File: config.mk
export PLATFORM = sky130hd
export DESIGN_NAME = nand_responder
export DESIGN_NICKNAME = d
export VERILOG_FILES = /design/src/rtl/nand_responder.sv
export SDC_FILE = /design/constraint.sdc
export NUM_CORES = 1
export LEC_CHECK = 0
export ABC_AREA = 0
export CELL_PAD_IN_SITES_DETAIL_PLACEMENT = 0
export CELL_PAD_IN_SITES_GLOBAL_PLACEMENT = 1
export CORE_MARGIN = 4
export CORE_UTILIZATION = 58
export DETAILED_ROUTE_END_ITERATION = 7
export PLACE_DENSITY = 0.86
export SETUP_SLACK_MARGIN = 0.02
export SYNTH_ARGS = -nofsm -noshare
export SYNTH_HDL_FRONTEND = slang
export SYNTH_SLANG_ARGS = --single-unit
export TNS_END_PERCENT = 100
File: constraint.sdc
create_clock -name P_clk -period 33 [get_ports P_clk]
set_clock_uncertainty 0.1 [all_clocks]
set_input_delay 6.6 -clock P_clk [delete_from_list [all_inputs] [get_ports P_clk]]
set_output_delay 6.6 -clock P_clk [all_outputs]
set_load 0.005 [all_outputs]
File: src/rtl/nand_responder.sv
// nand_responder -- behavioural NAND flash target (single-chip responder).
//
// Decodes a small ONFI-like command set from the async controller bus: page
// read (00/30), page program (80/10), block erase (60/D0), read status (70)
// and reset (FF). The array and page buffer are plain registers so a
// controller can be exercised end to end without a flash model.
//
// Ports:
//   P_clk      sole clock, rising edge
//   P_rst      synchronous active-high reset
//   F_nCE      chip enable, active low
//   F_CLE      command latch enable
//   F_ALE      address latch enable
//   F_nWE      write strobe, latched on its rising edge
//   F_nRE      read strobe, data driven after its falling edge
//   F_nWP      write protect, active low
//   F_DIO_in   8-bit bus from controller
//   F_DIO_out  8-bit bus to controller (holds last value)
//   F_DIO_oe   output enable for F_DIO_out
//   F_nRB      ready/busy#, 0 = busy
module nand_responder #(
    parameter int PAGE_BYTES = 16,
    parameter int NUM_PAGES  = 4,
    parameter int T_R        = 20,
    parameter int T_PROG     = 40,
    parameter int T_ERASE    = 60,
    parameter int T_RST      = 10
) (
    input  logic       P_clk,
    input  logic       P_rst,
    input  logic       F_nCE,
    input  logic       F_CLE,
    input  logic       F_ALE,
    input  logic       F_nWE,
    input  logic       F_nRE,
    input  logic       F_nWP,
    input  logic [7:0] F_DIO_in,
    output logic [7:0] F_DIO_out,
    output logic       F_DIO_oe,
    output logic       F_nRB
);
    localparam int COL_W = (PAGE_BYTES > 1) ? $clog2(PAGE_BYTES) : 1;
    localparam int ROW_W = (NUM_PAGES > 1) ? $clog2(NUM_PAGES) : 1;
    localparam int T_A   = (T_R > T_PROG) ? T_R : T_PROG;
    localparam int T_B   = (T_ERASE > T_RST) ? T_ERASE : T_RST;
    localparam int T_MAX = (T_A > T_B) ? T_A : T_B;
    localparam int CNT_W = $clog2(T_MAX + 1);

    localparam logic [7:0] CMD_READ   = 8'h00;
    localparam logic [7:0] CMD_READC  = 8'h30;
    localparam logic [7:0] CMD_PROG   = 8'h80;
    localparam logic [7:0] CMD_PROGC  = 8'h10;
    localparam logic [7:0] CMD_ERASE  = 8'h60;
    localparam logic [7:0] CMD_ERASEC = 8'hD0;
    localparam logic [7:0] CMD_STATUS = 8'h70;
    localparam logic [7:0] CMD_RESET  = 8'hFF;

    // Synchronizer reset value: chip deselected, strobes idle high, WP inactive.
    localparam logic [13:0] SYNC_IDLE = {1'b1, 1'b0, 1'b0, 1'b1, 1'b1, 1'b1, 8'h00};

    typedef enum logic [2:0] {IDLE, ADDR, DIN, BUSY, DOUT, STATUS} state_t;
    typedef enum logic [1:0] {OP_NONE, OP_READ, OP_PROG, OP_ERASE} op_t;
    typedef logic [PAGE_BYTES-1:0][7:0] page_t;

    // ---------------- input synchronizers and strobe edges ----------------
    logic [13:0] sync1, sync2;
    logic        we_q, re_q;
    logic        ce_s, cle_s, ale_s, we_s, re_s, wp_s;
    logic [7:0]  dio_s;

    always_ff @(posedge P_clk) begin
        if (P_rst) begin
            sync1 <= SYNC_IDLE;
            sync2 <= SYNC_IDLE;
            we_q  <= 1'b1;
            re_q  <= 1'b1;
        end else begin
            sync1 <= {F_nCE, F_CLE, F_ALE, F_nWE, F_nRE, F_nWP, F_DIO_in};
            sync2 <= sync1;
            we_q  <= we_s;
            re_q  <= re_s;
        end
    end

    assign {ce_s, cle_s, ale_s, we_s, re_s, wp_s, dio_s} = sync2;

    logic ev_ok, we_rise, re_fall, re_rise, cmd_ev, addr_ev, data_ev;
    // CLE and ALE together is an illegal bus phase; treat it like deselect.
    assign ev_ok   = ~ce_s & ~(cle_s & ale_s);
    assign we_rise = ev_ok & we_s & ~we_q;
    assign re_fall = ev_ok & ~re_s & re_q;
    assign re_rise = ev_ok & re_s & ~re_q;
    assign cmd_ev  = we_rise & cle_s;
    assign addr_ev = we_rise & ale_s;
    assign data_ev = we_rise & ~cle_s & ~ale_s;

    // ---------------- control state ----------------
    state_t             state;
    op_t                p_op;      // operation awaiting its confirm byte
    op_t                op;        // operation carried out when busy ends
    logic [COL_W-1:0]   col;
    logic [ROW_W-1:0]   row;
    logic [15:0]        col_raw;
    logic [23:0]        row_raw;
    logic [2:0]         aidx;      // next address byte index, 5 = complete
    logic [CNT_W-1:0]   cnt;
    logic               fail;
    logic               stat_rd;   // 70 seen while busy: serve status reads
    page_t              pbuf;
    page_t              mem [NUM_PAGES];

    logic [7:0]       confirm_byte, status;
    logic             confirm_hit, status_cmd, reset_cmd, busy_done;
    logic [15:0]      col_nxt;
    logic [23:0]      row_nxt;
    logic [COL_W-1:0] col_mod, col_inc;
    logic [ROW_W-1:0] row_mod;

    always_comb begin
        confirm_byte = 8'h00;
        case (p_op)
            OP_READ:  confirm_byte = CMD_READC;
            OP_PROG:  confirm_byte = CMD_PROGC;
            OP_ERASE: confirm_byte = CMD_ERASEC;
            default:  confirm_byte = 8'h00;
        endcase
    end

    assign confirm_hit = cmd_ev && (state == ADDR || state == DIN) && aidx == 3'd5 &&
                         p_op != OP_NONE && dio_s == confirm_byte;
    assign status_cmd  = cmd_ev && dio_s == CMD_STATUS;
    assign reset_cmd   = cmd_ev && dio_s == CMD_RESET;
    // A reset command landing on the last busy cycle wins over completion.
    assign busy_done   = state == BUSY && cnt == '0 && !reset_cmd;
    assign status      = {wp_s, state != BUSY, 5'b0, fail};

    assign col_nxt = (aidx == 3'd0) ? {col_raw[15:8], dio_s} : {dio_s, col_raw[7:0]};
    always_comb begin
        row_nxt = row_raw;
        case (aidx)
            3'd2:    row_nxt = {row_raw[23:8], dio_s};
            3'd3:    row_nxt = {row_raw[23:16], dio_s, row_raw[7:0]};
            3'd4:    row_nxt = {dio_s, row_raw[15:0]};
            default: row_nxt = row_raw;
        endcase
    end
    assign col_mod = COL_W'(col_nxt % PAGE_BYTES);
    assign row_mod = ROW_W'(row_nxt % NUM_PAGES);
    assign col_inc = (col == COL_W'(PAGE_BYTES - 1)) ? '0 : col + 1'b1;

    always_ff @(posedge P_clk) begin
        if (P_rst) begin
            state     <= IDLE;
            p_op      <= OP_NONE;
            op        <= OP_NONE;
            col       <= '0;
            row       <= '0;
            col_raw   <= '0;
            row_raw   <= '0;
            aidx      <= '0;
            cnt       <= '0;
            fail      <= 1'b0;
            stat_rd   <= 1'b0;
            F_DIO_oe  <= 1'b0;
            F_DIO_out <= 8'h00;
            F_nRB     <= 1'b1;
        end else begin
            if (ce_s || cmd_ev || addr_ev)
                F_DIO_oe <= 1'b0;

            if (state == BUSY) begin
                // Countdown runs regardless of chip enable.
                if (reset_cmd) begin
                    cnt     <= CNT_W'(T_RST - 1);
                    op      <= OP_NONE;
                    stat_rd <= 1'b0;
                end else if (cnt == '0) begin
                    F_nRB <= 1'b1;
                    if (stat_rd || status_cmd)
                        state <= STATUS;
                    else if (op == OP_READ)
                        state <= DOUT;
                    else
                        state <= IDLE;
                end else begin
                    cnt <= cnt - 1'b1;
                end
                if (status_cmd)
                    stat_rd <= 1'b1;
                if (re_fall && stat_rd) begin
                    F_DIO_oe  <= 1'b1;
                    F_DIO_out <= status;
                end
            end else if (cmd_ev) begin
                if (confirm_hit) begin
                    state   <= BUSY;
                    F_nRB   <= 1'b0;
                    stat_rd <= 1'b0;
                    p_op    <= OP_NONE;
                    case (p_op)
                        OP_READ: begin
                            cnt <= CNT_W'(T_R - 1);
                            op  <= OP_READ;
                        end
                        OP_PROG: begin
                            cnt  <= CNT_W'(T_PROG - 1);
                            op   <= wp_s ? OP_PROG : OP_NONE;
                            fail <= ~wp_s;
                        end
                        default: begin
                            cnt  <= CNT_W'(T_ERASE - 1);
                            op   <= wp_s ? OP_ERASE : OP_NONE;
                            fail <= ~wp_s;
                        end
                    endcase
                end else begin
                    // Anything else discards a pending operation and is decoded fresh.
                    p_op <= OP_NONE;
                    case (dio_s)
                        CMD_READ: begin
                            state <= ADDR;
                            p_op  <= OP_READ;
                            aidx  <= 3'd0;
                        end
                        CMD_PROG: begin
                            state <= ADDR;
                            p_op  <= OP_PROG;
                            aidx  <= 3'd0;
                            fail  <= 1'b0;
                        end
                        CMD_ERASE: begin
                            // Erase takes row bytes only.
                            state <= ADDR;
                            p_op  <= OP_ERASE;
                            aidx  <= 3'd2;
                            fail  <= 1'b0;
                        end
                        CMD_STATUS: state <= STATUS;
                        CMD_RESET: begin
                            state   <= BUSY;
                            F_nRB   <= 1'b0;
                            cnt     <= CNT_W'(T_RST - 1);
                            op      <= OP_NONE;
                            stat_rd <= 1'b0;
                        end
                        default: state <= IDLE;
                    endcase
                end
            end else if (addr_ev) begin
                if (state == ADDR && aidx != 3'd5) begin
                    aidx <= aidx + 3'd1;
                    if (aidx < 3'd2) begin
                        col_raw <= col_nxt;
                        col     <= col_mod;
                    end else begin
                        row_raw <= row_nxt;
                        row     <= row_mod;
                    end
                    if (aidx == 3'd4 && p_op == OP_PROG)
                        state <= DIN;
                end
            end else if (data_ev) begin
                if (state == DIN)
                    col <= col_inc;
            end else if (re_fall) begin
                if (state == DOUT) begin
                    F_DIO_oe  <= 1'b1;
                    F_DIO_out <= pbuf[col];
                end else if (state == STATUS) begin
                    F_DIO_oe  <= 1'b1;
                    F_DIO_out <= status;
                end
            end else if (re_rise) begin
                if (state == DOUT)
                    col <= col_inc;
            end
        end
    end

    // Array and page buffer are storage only: reset leaves them untouched,
    // it merely suppresses the write that would have happened this edge.
    always_ff @(posedge P_clk) begin
        if (!P_rst) begin
            if (busy_done) begin
                case (op)
                    OP_READ:  pbuf     <= mem[row];
                    OP_PROG:  mem[row] <= pbuf;
                    OP_ERASE: mem[row] <= '1;
                    default:  ;
                endcase
            end else if (data_ev && state == DIN) begin
                pbuf[col] <= dio_s;
            end
        end
    end
endmodule

==> flow_summary.ini <==
[clock_tree]
cts-resized-gates = 0
clockRootBuffer = clkbuf_16
htreeDepth = 3
clk_latency_ps = 610
cts_buffer_depth = 3
hold_buffers = 0
cts.sinks = 710
cts.clk_slew.worst_paths_ps = 60
cts_setup_buffers = 0
cts_buffers = 71
cts_tree = yes

[sta]
grt_setup_unrepaired = false
drv_slew = 0
worst_slack_ps = 23660
min_period_over_period_pct = 28.3
max_slew.worst_pin.slew_ps = 1110
finalSetupTns_ps = 0
setup_viol = 0
slew_headroom_pct = 26.1
fmax_mhz = 107
whs_ps = 314
min_period_ps = 9340
finalHoldViolCount = 0

[critical_path]
worst_r2r_endpoint = mem[3][33]$_DFFE_PP_
rrSetupSlack_ps = 27170
endpoint_kind = register
reg2reg_depth = 10
cp.required_ps = 33120
critPathMaxFanout = 63
path_class = primary input to register
worst_setup_path_start_kind = primary input
timing.rr.start = cnt[0]$_SDFFE_PP0P_
arrival_ps = 9460

[die]
die_w_um = 233
dieArea_um2 = 54500
core_area_um2 = 50200
die_y_um = 233
start_util_pct = 58.7
ios = 26
num_rows = 82

[route]
drtIter0Drc = 1583
vias = 16400
drt_wl_total_um = 65500
first_pass_iters = 5
drc = 0
viasPerCell = 6.35
wl_per_cell_um = 25.4
drtAntennaViolNets = 0

[hold_path]
hp-start = sync1[8]$_SDFF_PP1_
hold-path-endpoint = sync2[8]$_SDFF_PP1_
min_path_cells = 1
hold_class = register to register

[placement]
dp_cells = 2448
place_ws_ps = 23010
numPortBuffers = 25
dp_hpwl_um = 36500
gp_congestion = 0.838
placed_area_um2 = 30300

[logic_synthesis]
synth_area_um2 = 29500
synth_area_leaders = edfxtp_1 (65%), mux4_2 (13%), dfxtp_1 (4.8%)
ys_ff_latch = 710
dominantRegCellSynth = edfxtp_1
synth-edff-count = 640
synth_area_per_cell_um2 = 15.8
synth_nets = 1894
synth_most_common_cell = edfxtp_1
yosys.area.top_type = edfxtp_1
netlist_top_cells_count = edfxtp_1 (640), nand2_1 (276), mux4_2 (166), nand3_1 (140), or2_2 (140)
ys_types = 65
synth_async_sr_flop_share_pct = 0
netlist_instances = 1864
ys_seq_area_share_pct = 70.0
synth_top_area_share_pct = 65.2
ys_warn_count = 0

[cells_and_area]
finish.instance_area_um2 = 32700
drive_gt1_share_pct = 23.7
final_cells = 2581
final_util_pct = 65.2
syn2layout_area_growth_pct = 11.0
nets = 1879

[global_route]
track_usage_pct = 24.9
antenna_found_initial = 1
grt_first_pass_wirelength_um = 101000
grt_pass1_vias = 16900
gr-total-overflow = 0
grt_max_degree = 129

[run_status]
status = finished clean

[power]
p_leak_nw = 10.8
total_power_mw = 1.81
ir_drop_mv = 0.0346
powerDensity_nw_per_um2 = 55.3

[run]
maxCapViolCount = 0
## cells by family (layout without fill, tap and decap cells)
kind of cell               Yosys count  after routing  share of synthesized area [%]
buffers and inverters              149            193                           1.95
adders and majority gates           14             14                          0.595
and+or+nand+nor                    707            707                           11.8
DFF                                710            710                           70.0
AOI/OAI and AO/OA                  104            104                           2.46
xor gates and xnor gates             5              5                          0.149
other                                0              1                              0
muxes                              175            175                           13.0
## how the worst max path moves through the flow
stage	endpoint	from	slack, ps
floorplan	mem[2][0]$_DFFE_PP_	P_rst	15760
global placement	mem[3][33]$_DFFE_PP_	P_rst	23100
detailed placement	mem[3][35]$_DFFE_PP_	P_rst	23010
CTS	mem[3][24]$_DFFE_PP_	P_rst	23650
global route	mem[3][7]$_DFFE_PP_	P_rst	23510
finish	mem[3][33]$_DFFE_PP_	P_rst	23660
## registers in the layout, indices dropped and copies added, names as in the netlist, named ones only
| name | count |
|---|---|
| cnt | 6 |
| pbuf | 128 |
| aidx | 3 |
| stat_rd | 1 |
| F_DIO_oe | 1 |
| col_raw | 4 |
| mem | 512 |
| col | 4 |
| F_nRB | 1 |
| p_op | 2 |
| sync1 | 14 |
| we_q | 1 |
| sync2 | 14 |
| op | 2 |
| re_q | 1 |
| F_DIO_out | 8 |
| state | 3 |
| row_raw | 2 |
| fail | 1 |
## critical path, cell delays in order
cell and delay [ps]:
buf_2 90, buf_4 300, nor2b_1 300, and4_4 430
buf_4 760, buf_4 860
## routing by layer
layer  vias to the layer above  global-route usage, %  part of all wire, %
met1                      8371                   34.0                   39
met3                       125                   5.37                  9.6
met4                         0                   8.44                  3.1
met5                         -                      0                    0
met2                       805                   40.4                   49
li1                       7085                      -                    -
## final cells by class
type                    instances  area (µm²)
clock buffers                  99        2010
inverters                      15        56.3
clock inverters                33         400
multi-input cells            1005        8300
repair buffers                 46         453
flip-flops and latches        710       20600
diodes                          1        2.50
fillers                      3375       17500
well taps                     672         841
## power breakdown
part           internal (mW)  switching [mW]  total [mW]
sequential             0.966         0.00218       0.969
clock                  0.497           0.329       0.826
combinational        0.00447         0.00789      0.0124
## layout by cell type (no fill, tap or decap), types with 5 or more instances in the layout
| master | n |
|---|---|
| mux4_2 | 166 |
| and3_1 | 5 |
| a21oi_1 | 25 |
| nor2b_1 | 25 |
| a32o_1 | 6 |
| mux2i_1 | 7 |
| or2_2 | 140 |
| edfxtp_1 | 640 |
| inv_1 | 15 |
| ha_1 | 14 |
| clkbuf_16 | 75 |
| nor2_1 | 52 |
| nor4_1 | 7 |
| dfxtp_1 | 64 |
| nand2b_1 | 5 |
| a211oi_1 | 9 |
| bufinv_16 | 9 |
| clkinv_2 | 10 |
| buf_4 | 17 |
| nor3_1 | 7 |
| o21ai_0 | 17 |
| clkbuf_1 | 20 |
| and2_1 | 16 |
| nand2_1 | 276 |
| nand3b_1 | 6 |
| a22o_1 | 5 |
| nand3_1 | 140 |
| clkdlybuf4s50_1 | 24 |
| clkinv_1 | 8 |
Power figures use the tool's default switching activity.
